**src/rtl/rs_syndrome_ctrl.sv**
```systemverilog
// rs_syndrome_ctrl: RS(15,11) syndrome sequencer, S1..S4 by Horner's rule on one shared GF(16) multiplier
//   clk, rst_n            : rising-edge clock, asynchronous active-low reset
//   in_valid/in_ready     : symbol handshake, in_sym = r_i (r14 first)
//   abort                 : synchronous flush of the codeword in progress
//   syn1..syn4, err_free  : syndromes and all-zero flag, qualified by syn_valid
//   syn_valid/syn_ack     : result held until acknowledged
//   sym_cnt               : symbols accepted in the current codeword

module full_GF_mult (
    input  logic [3:0] A,
    input  logic [3:0] B,
    output logic [3:0] out
);
    logic [3:0] a_sh;
    always_comb begin
        out  = '0;
        a_sh = A;
        for (int i = 0; i < 4; i++) begin
            out  = B[i] ? out ^ a_sh : out;
            // multiply by x, reducing x^4 to x+1
            a_sh = {a_sh[2:0], 1'b0} ^ {2'b00, a_sh[3], a_sh[3]};
        end
    end
endmodule

module rs_syndrome_ctrl #(
    parameter int N_SYM = 15,
    parameter int N_SYN = 4
) (
    input  logic       clk,
    input  logic       rst_n,
    input  logic       in_valid,
    input  logic [3:0] in_sym,
    output logic       in_ready,
    input  logic       abort,
    output logic [3:0] syn1,
    output logic [3:0] syn2,
    output logic [3:0] syn3,
    output logic [3:0] syn4,
    output logic       syn_valid,
    output logic       err_free,
    input  logic       syn_ack,
    output logic [3:0] sym_cnt
);
    typedef enum logic [1:0] {IDLE, ACC, DONE} state_t;
    localparam logic [3:0] LAST = 4'(N_SYM);

    state_t     state;
    logic [3:0] s [N_SYN];
    logic [1:0] idx;
    logic [3:0] sym_reg;
    logic [3:0] alpha;
    logic [3:0] prod;
    logic [3:0] s_new;
    logic [3:0] cnt_inc;

    assign alpha   = idx == 2'd0 ? 4'h2 : idx == 2'd1 ? 4'h4 : idx == 2'd2 ? 4'h8 : 4'h3;
    assign s_new   = prod ^ sym_reg;
    assign cnt_inc = sym_cnt + 4'd1;
    assign syn1    = s[0];
    assign syn2    = s[1];
    assign syn3    = s[2];
    assign syn4    = s[3];

    full_GF_mult u_mult (.A(s[idx]), .B(alpha), .out(prod));

    always_ff @(posedge clk or negedge rst_n) begin
        if (!rst_n) begin
            state     <= IDLE;
            s         <= '{default: 4'h0};
            sym_cnt   <= '0;
            idx       <= '0;
            sym_reg   <= '0;
            syn_valid <= 1'b0;
            err_free  <= 1'b0;
            in_ready  <= 1'b0;
        end else if (abort) begin
            state     <= IDLE;
            s         <= '{default: 4'h0};
            sym_cnt   <= '0;
            idx       <= '0;
            syn_valid <= 1'b0;
            err_free  <= 1'b0;
            in_ready  <= 1'b1;
        end else begin
            case (state)
                IDLE: begin
                    in_ready <= ~(in_valid & in_ready);
                    if (in_valid && in_ready) begin
                        sym_reg <= in_sym;
                        idx     <= '0;
                        state   <= ACC;
                    end
                end
                ACC: begin
                    s[idx] <= s_new;
                    idx    <= idx + 2'd1;
                    if (idx == 2'd3) begin
                        sym_cnt <= cnt_inc;
                        if (cnt_inc == LAST) begin
                            state     <= DONE;
                            syn_valid <= 1'b1;
                            // S4 is being written this cycle, so use its new value
                            err_free  <= ~|{s[0], s[1], s[2], s_new};
                        end else begin
                            state    <= IDLE;
                            in_ready <= 1'b1;
                        end
                    end
                end
                DONE: begin
                    if (syn_ack) begin
                        s         <= '{default: 4'h0};
                        sym_cnt   <= '0;
                        syn_valid <= 1'b0;
                        err_free  <= 1'b0;
                        in_ready  <= 1'b1;
                        state     <= IDLE;
                    end
                end
                default: state <= IDLE;
            endcase
        end
    end
endmodule

```
**config.mk**
```make
export PLATFORM = sky130hd
export DESIGN_NAME = rs_syndrome_ctrl
export DESIGN_NICKNAME = d
export VERILOG_FILES = /design/src/rtl/rs_syndrome_ctrl.sv
export SDC_FILE = /design/constraint.sdc
export NUM_CORES = 1
export LEC_CHECK = 0
export ABC_AREA = 1
export BUFFER_PORTS_ARGS = -buffer_cell sky130_fd_sc_hd__buf_2
export CORE_ASPECT_RATIO = 1.5
export CORE_UTILIZATION = 51
export DETAILED_ROUTE_END_ITERATION = 10
export PLACE_DENSITY = 0.72
export SLEW_MARGIN = 20
export SYNTH_ARGS = -nofsm -noshare
export SYNTH_HDL_FRONTEND = slang
export SYNTH_SLANG_ARGS = --single-unit
```
**constraint.sdc**
```tcl
create_clock -name clk -period 2 [get_ports clk]
set_input_delay 0.1 -clock clk [delete_from_list [all_inputs] [get_ports clk]]
set_output_delay 0.1 -clock clk [all_outputs]
set_load 0.01 [all_outputs]
```
; Word-level counts from Yosys, hierarchy flattened
; Index checks and enable logic that the tools add are counted.
[word_totals]
ff_bits = 31
output_inout_bits = 23
inputBits = 9
[op_classes]
n_eq_ne = 11
n_bitwise = 11
n_reduce_logical = 16
addsub = 2
mux = 43
n_lt_le_gt_ge = 2
[ops]
columns = cell, count
row1 = two-way mux 4 bit, 13
row2 = two-way mux 16 bit, 2
row3 = one-hot mux 16 bit (2 select lines), 1
row4 = bitwise mux 16 bit, 1
row5 = OR reduction 16 bit, 1
row6 = XOR 4 bit, 4
row7 = "!= test 3 bit, second input constant", 5
row8 = two-way mux 2 bit, 7
row9 = XOR 4 x 2 -> 4 bit, 3
row10 = two-way mux 1 bit, 11
row11 = AND reduction 3 bit, 3
row12 = binary-select mux 4 bit (select 2 bit), 1
row13 = demux 4 bit (select 2 bit), 1
row14 = one-hot mux 4 bit (2 select lines), 1
row15 = AND reduction 4 bit, 2
row16 = "equality test 2 bit, second input constant", 3
row17 = one-hot mux 2 bit (3 select lines), 1
row18 = nonzero test 3 bit, 2
row19 = "adder 4 x 1 -> 4 bit, second input constant", 1
row20 = "equality test 2 x 1 -> 1 bit, second input constant", 2
row21 = "equality test 4 bit, second input constant", 1
row22 = logical NOT 2 bit, 2
row23 = one-hot mux 1 bit (2 select lines), 2
row24 = one-hot mux 2 bit (2 select lines), 1
row25 = 11 further kinds, 14

; Longest topological paths before layout
[depth]
word_depth = 18
ltp_mapped = 17
depth_no_buf = 15

; By module
; Synthesis repeated with hierarchy kept, for this count alone.
[hier_totals]
cells_unflattened = 289
hier_area_um2 = 2048.2
[modules_own_cells]
columns = module, instances, area_per_inst_um2, cells_per_inst
row1 = rs_syndrome_ctrl, 1, 1699.1, 216
row2 = full_GF_mult, 1, 349.1, 73

; Worst setup path after synthesis
; Ideal clock, no wire load.
[synth_timing]
path_type = register to register
startpoint = reg idx[0]
endpoint = reg err_free
required_time_ns = 1.935
arrival_time_ns = 1.866
stages_incl_launch_ff = 16
setup_slack_ns = 0.070
path_cell_list = dfrtp_1 -> buf_6 -> inv_4 -> buf_6 -> ha_1 -> inv_1 -> nand3_1 -> inv_1 -> nand2_1 -> nand2_1 -> nor2_1 -> nor2_1 -> nand2_1 -> a21oi_1 -> nand3_1 -> nand2_1
[synth_between]
elab_chain_len = 18
word_cells_on_any_way = 30
cone_classes = 4 x eq/ne / 14 x mux / 8 x bitwise / 4 x reduce/logical
[synth_lines]
columns = element, line_no
row1 = from (decl), 50  ; logic [1:0] idx;
row2 = from (signal assigned), 97  ; idx <= idx + 2'd1;
row3 = equality test 2 bit / NOT 2 -> 3 bit (equally long branches), "57, 65"
row4 = two-way mux 4 bit / binary-select mux 4 bit (select 2 bit) (equally long branches), "57, 65"
row5 = "two-way mux 4 bit, on equally long branches (2 in series)", "57, 65"
row6 = two-way mux 4 bit / XOR 4 x 2 -> 4 bit (equally long branches), "19, 21"
row7 = XOR 4 bit, 19  ; out = B[i] ? out ^ a_sh : out;
row8 = two-way mux 4 bit, 19
row9 = XOR 4 bit, 19
row10 = two-way mux 4 bit, 19
row11 = XOR 4 bit, 19
row12 = two-way mux 4 bit, 19
row13 = XOR 4 bit, 58  ; assign s_new = prod ^ sym_reg;
row14 = OR reduction 16 bit, 104  ; err_free <= ~|{s[0], s[1], s[2], s_new};
row15 = logical NOT 1 bit, 104
row16 = two-way mux 1 bit, 100  ; if (cnt_inc == LAST) begin
row17 = two-way mux 1 bit, 98  ; if (idx == 2'd3) begin
row18 = one-hot mux 1 bit (2 select lines), 86  ; case (state)
row19 = two-way mux 1 bit, 77  ; end else if (abort) begin
row20 = to (signal assigned), 104
row21 = to (decl), 41  ; output logic err_free,
; Several ways; a longest one is shown, not always the timed one. The select of a mux whose other input is x is not followed.
; A chain may end at the register's enable or synchronous reset.

; Worst setup path in the final report
[layout_timing]
startpoint = reg idx[1]
endpoint = reg s, in the netlist syn1[3]
[layout_between]
elab_chain_len = 15
word_cells_on_any_way = 29
cone_classes = 2 x order compare / 2 x eq/ne / 15 x mux / 8 x bitwise / 2 x reduce/logical
[layout_lines]
columns = element, line_no
row1 = equality test 2 bit / NOT 2 -> 3 bit (equally long branches), "57, 65, 96"
row2 = two-way mux 4 bit / binary-select mux 4 bit (select 2 bit) (equally long branches), "57, 65"
row3 = "two-way mux 4 bit, on equally long branches (2 in series)", "57, 65"
row4 = two-way mux 4 bit / XOR 4 x 2 -> 4 bit (equally long branches), "19, 21"
row5 = XOR 4 bit, 19
row6 = two-way mux 4 bit, 19
row7 = XOR 4 bit, 19
row8 = two-way mux 4 bit, 19
row9 = XOR 4 bit, 19
row10 = two-way mux 4 bit, 19
row11 = XOR 4 bit, 58
row12 = bitwise mux 16 bit *, 96  ; s[idx] <= s_new;
row13 = one-hot mux 16 bit (2 select lines) *, 86
row14 = two-way mux 16 bit *, 77
row15 = "to (signal, indexed assignment)", 96
row16 = to (decl), 49  ; logic [3:0] s [N_SYN];
; Every way passes the cells marked *; elsewhere a longest branch is shown, timed or not. The select of a mux whose other input is x is not followed.

==> impl_metrics.yaml <==
setup_path:
  path_buf_inv: 2
  r2r_setup_slack_ps: 130
  crit_path_frequent_cell: "nand2_1"
  slowest_delay_ps: 450
  cp_top_family: "simple AND/OR/NAND/NOR gates"
  crit_path_start_kind: "flop"
  arrival_ps: 2070
  cp-end-kind: "flop"
  crit_required_ps: 2200
  critPathKind: "flop to flop"
  crit_slowest_cell: "dfrtp_2"
  path_cells: "inv_2, buf_4, nand3_1, nand2_2, nand2_1, nand2_4, nand2_1, nand2_1, nand2_1, nand2_1, nand2_1, o21ai_0"
  path_max_fanout: 7
global_route:
  use_met3_pct: 4.682
  busiest_layer: "met2"
  grtUsageTotal_pct: 28.04
  grt_util_met2_pct: 45.90
  antenna_found_initial: 0
  grt_pass1_wl_mm: 8.859
  use_met1_pct: 33.81
  grt_pass1_vias: 1913
  grt_max_degree: 32
  grt.overflow.total: 0
clocking:
  numClockSinks: 31
  clk_latency_ps: 290
  cts-root-buf: "clkbuf_8"
  cts_tree: "yes"
  ctsHtreeMaxLevel: 2
  cts_made_buffers: 5
  cts_buffer_depth: 2
  clkSlewWorstSetupHoldPaths_ps: 70
  postCtsSetupBuffers: 0
die:
  rows: 28
  chipHeight_um: 81.38
  ios: 32
  die_area_um2: 4469
  die_x_um: 54.92
  start_util_pct: 53.63
  core_um2: 3994
pwr:
  ir_drop_mv: 0.9349
  cellPowerDensity_nw_per_um2: 1503
  power.leakage_nw: 1.367
synthesis:
  synth_cells: 310
  syn_avg_cell_area_um2: 6.910
  yosysSeqAreaShare_pct: 36.21
  synth_top_area_share_pct: 36.21
  yosys_warnings: 0
  ys.flop_type: "dfrtp_1"
  netlist_area_um2: 2142
  yosysUniqueCellTypes: 26
  synthTopCellsByCount: "101 x nand2_1, 36 x inv_1, 31 x dfrtp_1, 30 x nand3_1, 22 x nor2_1"
  synth.most_common_cell: "nand2_1"
  synth_nets: 331
  synthArstFlopShare_pct: 100.0
  synth_top_area_cell: "dfrtp_1"
  synth.area.top_cells: "dfrtp_1 36%, nand2_1 18%, ha_1 7.0%"
  synth_seq_cells: 31
  synth_enable_flop_cells: 0
place:
  place_area_um2: 2400
  dpl.hpwl_mm: 4.361
  dp_cells: 391
  gp_congestion: 0.8916
  io_buffer_count: 31
sta:
  finalHoldViolations: 0
  setup_viol: 0
  clock_skew_ps: 2.436
  setup-tns-final_ps: 0
  fin_crit_ps: 1870
  grt_setup_unrepaired: "yes"
  worst_slew_margin_rel_pct: 52.34
  slew_viol_final: 0
  worst_pin_slew_ps: 715.0
  max_clock_freq_mhz: 534.7
  layout_worst_path_cycle_share_pct: 93.51
layout:
  fin_cells: 400
  diodes: 0
  layout.nets: 375
  fin_area_um2: 2539
  synthToLayoutAreaGrowth_pct: 18.52
  fin_util_pct: 63.57
  drive_above_1_share_pct: 20.56
run:
  drv_cap: 0
drt:
  num_vias: 2125
  via_per_inst: 5.313
  drc: 0
  firstDrtPassIters: 4
  routedWlPerCell_um: 14.02
  drt-initial-drc-count: 65
  routed_wl_mm: 5.607
  postRouteAntennaNets: 0
outcome:
  status: "finished clean"
min_path:
  hold_path.class: "primary input to flop"
[metal layers]
layer | wire length, µm | share of wire (%) | vias up
met5 | 0 | 0 | -
met4 | 216 | 3.9 | 0
met3 | 180 | 3.2 | 21
met2 | 2851 | 51 | 57
met1 | 2359 | 42 | 958
li1 | - | - | 1089
[worst register-to-register path: cells and delay by family (launching register included)]
kind                   cells  cell delay [ps]
AND/OR/NAND/NOR            9              830
AO/OA/AOI/OAI              1              200
flip-flops                 1              450
buffers and inverters      2              290
[where the power goes]
part / leakage (nW) / switching, mW / internal [mW]
sequential: 0.395 / 0.231 / 0.850
clock: 0.0412 / 0.250 / 0.243
combinational: 0.931 / 1.46 / 0.778
total: 1.37 / 1.95 / 1.87
[final cells by class]
cell class	count	area [µm²]
timing repair buffer	40	237.7
clock buffer	6	72.57
clock inverter	2	12.51
multi-input combinational	234	1219
tap	45	56.30
inverter	42	162.7
sequential	31	778.2
fill	390	1455
[cell usage in the layout (no fill, tap or decap), types with 2 or more instances in the layout]
master	Yosys	layout
o21ai_1	10	10
nand2_4	1	2
xor2_1	2	2
ha_1	12	11
o21ai_0	19	18
nand3_1	30	29
o22ai_1	3	3
nand4_1	4	4
inv_2	4	4
buf_4	0	7
dfrtp_1	31	29
dfrtp_2	0	2
nand3_2	3	3
inv_1	36	36
nand2_1	101	99
nand2_2	10	11
a21oi_1	9	9
clkbuf_8	0	5
nor2_1	22	22
buf_2	0	31
nor4_1	3	3
[cells by family (layout without fill, tap and decap cells)]
group | after synthesis | count (layout) | synth area share, %
AOI/OAI and AO/OA | 43 | 43 | 10.51
xor gates and xnor gates | 3 | 3 | 1.577
adders and majority gates | 12 | 12 | 7.009
buffers and inverters | 45 | 90 | 8.703
DFF | 31 | 31 | 36.21
and+or+nand+nor | 176 | 176 | 35.98
[path summary, 6_finish.rpt]
path                              end       from  cells after the start
setup / recovery              syn1[3]     idx[1]                     12
hold / removal             sym_reg[1]  in_sym[1]                      3
setup reg to reg              syn1[3]     idx[1]                     12
hold reg to reg             syn_valid  syn_valid                      2
max in group asynchronous      idx[1]      rst_n                      2
min in group asynchronous     syn1[2]      rst_n                      2
[stage by stage]
stage                     hold WS [ps]  setup WS [ps]  power, mW
after global routing             73.80         -7.620      4.139
after floorplan                 -195.6          69.53      2.548
after detailed placement         190.1          34.46      3.234
after global placement           187.2          68.87      3.192
after CTS                        60.06          12.99      3.734
final                            61.53          129.9      3.817
[what timing repair did]
action | 4_1_cts | 5_1_grt
resized for setup | 0 | 11
setup endpoints to repair | 0 | 13
hold buffers | 1 | 0
endpoints found under the hold margin | 31 | 0
Power figures use the tool's default switching activity.
